<file path="src/rtl/uart_tx_arbiter.sv">
// Two-channel UART transmitter: round-robin arbitration between two byte requesters,
// 12-bit frame build (start, 8 data LSB first, parity, 2 stop) and serialization on tx.
module uart_tx_arbiter #(
    parameter int unsigned CLKS_PER_BIT = 16,
    parameter bit          PARITY_ODD   = 1'b0
) (
    input  logic        clk,
    input  logic        rst_n,
    input  logic        req0,
    input  logic [7:0]  data0,
    input  logic        req1,
    input  logic [7:0]  data1,
    output logic        ack0,
    output logic        ack1,
    output logic        tx,
    output logic        busy,
    output logic        ch,
    output logic [11:0] frame
);

    localparam int unsigned   CntW     = (CLKS_PER_BIT > 2) ? $clog2(CLKS_PER_BIT) : 1;
    localparam logic [CntW-1:0] BaudLast = CntW'(CLKS_PER_BIT - 1);

    typedef enum logic {StIdle, StSend} state_e;

    state_e            state_q, state_d;
    logic [CntW-1:0]   baud_q, baud_d;
    logic [3:0]        bit_q, bit_d;
    logic              pri_q, pri_d;
    logic              ch_q, ch_d;
    logic [11:0]       frame_q, frame_d;
    logic              ack0_q, ack0_d;
    logic              ack1_q, ack1_d;

    logic              grant1;
    logic [7:0]        sel_data;
    logic [7:0]        line_data;
    logic [2:0]        data_idx;
    logic              line_bit;

    always_ff @(posedge clk or negedge rst_n) begin
        if (!rst_n) begin
            state_q <= StIdle;
            baud_q  <= '0;
            bit_q   <= '0;
            pri_q   <= 1'b0;
            ch_q    <= 1'b0;
            frame_q <= 12'h003;
            ack0_q  <= 1'b0;
            ack1_q  <= 1'b0;
        end else begin
            state_q <= state_d;
            baud_q  <= baud_d;
            bit_q   <= bit_d;
            pri_q   <= pri_d;
            ch_q    <= ch_d;
            frame_q <= frame_d;
            ack0_q  <= ack0_d;
            ack1_q  <= ack1_d;
        end
    end

    // Channel 1 wins when it is the only requester or when it holds the priority pointer.
    assign grant1   = req1 & (~req0 | pri_q);
    assign sel_data = grant1 ? data1 : data0;

    always_comb begin
        state_d = state_q;
        baud_d  = baud_q;
        bit_d   = bit_q;
        pri_d   = pri_q;
        ch_d    = ch_q;
        frame_d = frame_q;
        ack0_d  = 1'b0;
        ack1_d  = 1'b0;
        case (state_q)
            StIdle: begin
                if (req0 || req1) begin
                    state_d = StSend;
                    ch_d    = grant1;
                    pri_d   = ~grant1;
                    ack0_d  = ~grant1;
                    ack1_d  = grant1;
                    frame_d = {1'b0, sel_data, ^sel_data ^ PARITY_ODD, 2'b11};
                    baud_d  = '0;
                    bit_d   = '0;
                end
            end
            StSend: begin
                if (baud_q == BaudLast) begin
                    baud_d = '0;
                    if (bit_q == 4'd11) begin
                        state_d = StIdle;
                        bit_d   = '0;
                    end else begin
                        bit_d = bit_q + 4'd1;
                    end
                end else begin
                    baud_d = baud_q + 1'b1;
                end
            end
            default: state_d = StIdle;
        endcase
    end

    // Line order: start, data LSB first, parity, stop, stop.
    assign line_data = frame_q[10:3];
    assign data_idx  = 3'(bit_q - 4'd1);

    always_comb begin
        line_bit = 1'b1;
        case (bit_q)
            4'd0:    line_bit = frame_q[11];
            4'd9:    line_bit = frame_q[2];
            4'd10:   line_bit = frame_q[1];
            4'd11:   line_bit = frame_q[0];
            default: line_bit = line_data[data_idx];
        endcase
    end

    assign tx    = (state_q == StSend) ? line_bit : 1'b1;
    assign busy  = (state_q == StSend);
    assign ack0  = ack0_q;
    assign ack1  = ack1_q;
    assign ch    = ch_q;
    assign frame = frame_q;

endmodule

</file>
<file path="config.mk">
export PLATFORM = sky130hd
export DESIGN_NAME = uart_tx_arbiter
export DESIGN_NICKNAME = d
export VERILOG_FILES = /design/src/rtl/uart_tx_arbiter.sv
export SDC_FILE = /design/constraint.sdc
export NUM_CORES = 1
export LEC_CHECK = 0
export ABC_AREA = 1
export CAP_MARGIN = 20
export CORE_AREA = 3 3 62 70
export DETAILED_ROUTE_END_ITERATION = 8
export DIE_AREA = 0 0 65 73
export HOLD_SLACK_MARGIN = 0.15
export PLACE_DENSITY_LB_ADDON = 0.25
export SYNTH_ARGS = -nofsm -noshare
export SYNTH_HDL_FRONTEND = slang
export SYNTH_SLANG_ARGS = --single-unit
</file>
<file path="constraint.sdc">
create_clock -name clk -period 5.9 [get_ports clk]
set_clock_uncertainty 0.2 [all_clocks]
set_input_delay 0.885 -clock clk [delete_from_list [all_inputs] [get_ports clk]]
set_output_delay 0.885 -clock clk [all_outputs]
set_load 0.05 [all_outputs]
</file>
==> results by stage <==
Clock network:
- Buffers inserted during clock tree synthesis total 3.
- The number of instances resized during post-cts repair is 0.
- The number of clock sinks is 22.
- The maximum root-to-sink buffer count is 2.
- The number of hold buffers added after CTS is 0.
- The clock insertion delay at the later pin of the skew report is 0.26 ns.
- The buffer cell driving the clock tree root is sky130_fd_sc_hd__clkbuf_8.
- The number of H-tree levels is 1.
- The clock tree from TritonCTS is yes.
- After clock tree synthesis, the clock-pin slew on the worst setup and hold paths is 0.08 ns.
- In this run the post-CTS setup repair buffer count came out at 0.

Setup path:
- The critical path starts at bit_q[0].
- The data arrival at the endpoint of the critical path is 2.68 ns.
- The startpoint of the lowest-slack register-to-register path is pri_q.
- STA classifies the critical path startpoint as a flip-flop.
- The data required time at the worst endpoint is 4.82 ns.
- The type of the setup path with the least slack is reg2out.
- The worst setup path is captured at an output port.
- Along the worst path, the maximum fanout reaches 8.

Detailed routing:
- In the routed design, unresolved DRC markers number 0.
- After detailed routing, the number of vias per cell comes to 4.73.
- The residual antenna-violating net count after detailed routing is 0.
- The final layout contains routed wiring with a total length of 3080 um.
- The wire length per cell is 10.6 um.
- The number of search-and-repair iterations in the first detailed-routing pass is 4.
- In this run, the number of DRC markers left after iteration 0 of detailed routing was 70.
- The detailed router placed 1371 vias in this run.

Floorplanning:
- The floorplan die area is 4750 um^2.
- The die is 65 um wide.
- Measured along the y axis, the die boundary spans 73 um.
- The total I/O pin count is 37.
- The initial utilization of the core area, before any placement, comes to 0.430.
- The standard cell core area is 3650 um^2.
- After floorplanning, the core was divided into 23 placement rows.

Timing:
- The count of pins over their slew limit is 0.
- Setup violations remaining at the end of the flow were counted as 0.
- The final critical delay including setup and external delays is 3.77 ns.
- The count of final hold-check violations was 0.
- The headroom to the max-slew limit is 0.464.
- Of the available clock period, the critical path in the final layout requires 0.638.
- Setup repair after global routing left no endpoint under its margin.
- Static timing analysis puts the maximum clock frequency at 265 MHz.
- For the pin with the worst max-slew slack, the measured transition is 0.802 ns.
- The aggregate negative setup slack is 0 ns.

Pwr:
- The overall power of the completed layout is 0.867 mW.
- Summed over all nets, the switching power comes to 0.424 mW.
- The leakage power summed over all cells is 0.989 nW.
- The switching power as a share of total power is 0.489.
- The share of total power dissipated in the clock network is 0.108.
- VDD sags by at most 0.115 mV.
- The sequential group share of total power is 0.309.
- The internal portion of the total power is 0.443 mW.
- The combinational share of power is 0.583.
- The total power divided by cell area is 445 nW/um^2.

Placed design:
- The estimated wirelength of the detail-placed design is 2460 um.
- The count of buffers added on input and output ports is 33.
- At the end of routability-driven placement, the weighted congestion stood at 0.842.

Yosys:
- The count of flip-flops with a built-in enable after synthesis is 0.
- Yosys printed 0 warnings.
- The share of the synthesized area in the top cell type is 0.350.
- The number of instances in the synthesized netlist is 212.
- The count of unique library cells instantiated by Yosys is 27.
- In the synthesized netlist, the cells that appear most often are sky130_fd_sc_hd__nand2_1, sky130_fd_sc_hd__dfrtp_1, sky130_fd_sc_hd__inv_1, sky130_fd_sc_hd__o21ai_0, sky130_fd_sc_hd__nand2_2.
- In the post-synthesis netlist, the biggest area contributors are sky130_fd_sc_hd__dfrtp_1, sky130_fd_sc_hd__nand2_1, sky130_fd_sc_hd__nand2_2, sky130_fd_sc_hd__o21ai_0, sky130_fd_sc_hd__inv_1.
- The post-synthesis sequential element count is 22.
- The most common cell in the synthesized netlist is sky130_fd_sc_hd__nand2_1.
- Of the synthesized area, sequential elements account for 0.350.
- The synthesized netlist occupies a cell area of 1570 um^2.
- The biggest area contributor in the post-synthesis netlist is sky130_fd_sc_hd__dfrtp_1.
- The most used flip-flop cell after synthesis is sky130_fd_sc_hd__dfrtp_1.
- The share of flip-flops with an asynchronous set or reset after synthesis is 1.00.
- Averaged over all synthesized cells, the footprint is 7.41 um^2.

Final layout:
- The storage element area is 551 um^2.
- The number of nets in the final layout is 267.
- At the end of the flow the core is filled with cells to 0.533.
- The fraction of final layout cells with drive strength greater than 1 is 0.125.
- The layout filler cell count is 372.
- From synthesis to final layout, the design area changed by 24.0%.
- The area of the multi-input gates is 843 um^2.
- The number of antenna diodes in the final layout is 0.

GRT:
- The overall routing resource usage is 0.140.
- The maximum number of pins on one net before global-route repair is 23.
- Summed over all layers, the global routing overflow is 0.
- The initial antenna violation count was 0.
- The first global-routing pass estimated 5310 um of wire.
- The via count of the first global-routing pass came to 1201.

Hold path:
- The type of the most critical hold path is reg2reg.
- The hold path startpoint is ch.

Job:
- The max-capacitance violation count is 0.

Status:
- The flow ran to the end, and the final reports show no timing, DRC or antenna violations.
==> registers in the layout (all words and copies together), names as in the netlist <==
register / flops
ack0: 1
pri_q: 1
bit_q: 4
frame: 9
ch: 1
busy: 1
ack1: 1
baud_q: 4
==> worst paths after layout <==
check / endpoint / slack, ns / cells past startpoint
worst max-delay path: tx / 2.13 / 9
worst min-delay path: ch / 0.30 / 2
worst max register to register: frame[2] / 4.14 / 12
worst min register to register: ch / 0.30 / 2
max in group asynchronous: frame[10] / 4.39 / 2
min in group asynchronous: baud_q[2] / 0.70 / 1
==> power groups by stage <==
| stage | Combinational [mW] | Clock, mW | Sequential, mW |
|---|---|---|---|
| after global placement | 0.496 | 0 | 0.270 |
| after floorplan | 0.287 | 0 | 0.350 |
| after detailed placement | 0.506 | 0 | 0.270 |
| after CTS | 0.506 | 0.0951 | 0.268 |
| final | 0.505 | 0.0935 | 0.268 |
| after global routing | 0.557 | 0.100 | 0.277 |
==> metal layers <==
layer	global-route usage	routed length (um)
met3	0.0200	130
met5	0	0
met4	0.0469	31
met1	0.185	1440
met2	0.234	1480
==> through the flow <==
stage / cells / setup WS, ns / area, um^2 / hold WS [ns]
5_1_grt: 290 / 1.92 / 1950 / 0.332
2_1_floorplan: 213 / 3.06 / 1580 / 0.253
3_5_place_dp: 286 / 2.45 / 1880 / 0.285
6_report: 290 / 2.13 / 1950 / 0.299
4_1_cts: 289 / 2.15 / 1920 / 0.304
3_3_place_gp: 286 / 2.54 / 1880 / 0.277
==> kinds of logic (layout without fill, tap and decap cells) <==
group | Yosys count | after routing | synth area share
compound gates | 28 | 28 | 0.0979
xor+xnor | 4 | 4 | 0.0223
buf+inv | 34 | 61 | 0.115
simple gates | 116 | 116 | 0.362
mux | 1 | 1 | 0.00717
other cells | 2 | 3 | 0.00478
fa+ha+maj | 5 | 5 | 0.0398
flops | 22 | 22 | 0.350
==> final cells by class <==
cell class / count / share of cell area
repair buffers: 35 / 0.187
flip-flops and latches: 22 / 0.282
clock buffers: 3 / 0.0212
inverters: 23 / 0.0443
multi-input cells: 157 / 0.433
well taps: 50 / 0.0321
==> placed cells by master (no fill, tap or decap), types with 2 or more instances in the layout <==
| master | n |
|---|---|
| sky130_fd_sc_hd__o21ai_0 | 21 |
| sky130_fd_sc_hd__o22ai_1 | 2 |
| sky130_fd_sc_hd__nor3_1 | 2 |
| sky130_fd_sc_hd__inv_1 | 22 |
| sky130_fd_sc_hd__dfrtp_1 | 22 |
| sky130_fd_sc_hd__nand2_4 | 2 |
| sky130_fd_sc_hd__nand2_1 | 57 |
| sky130_fd_sc_hd__xor2_1 | 3 |
| sky130_fd_sc_hd__clkbuf_8 | 3 |
| sky130_fd_sc_hd__nor2_1 | 12 |
| sky130_fd_sc_hd__clkdlybuf4s50_1 | 33 |
| sky130_fd_sc_hd__conb_1 | 3 |
| sky130_fd_sc_hd__ha_1 | 5 |
| sky130_fd_sc_hd__nand2_2 | 19 |
| sky130_fd_sc_hd__nand3_1 | 15 |
| sky130_fd_sc_hd__nand3b_1 | 7 |
==> critical path, stage by stage (launching register included) <==
cell and delay, ns:
sky130_fd_sc_hd__dfrtp_1 0.47, sky130_fd_sc_hd__inv_1 0.18, sky130_fd_sc_hd__ha_1 0.37, sky130_fd_sc_hd__inv_1 0.08, sky130_fd_sc_hd__o21ai_0 0.09, sky130_fd_sc_hd__o22ai_1 0.13
sky130_fd_sc_hd__mux2_2 0.18, sky130_fd_sc_hd__nand3_1 0.06, sky130_fd_sc_hd__nand3_1 0.07, sky130_fd_sc_hd__clkdlybuf4s50_1 0.80
(Power assumes the default switching activity.)
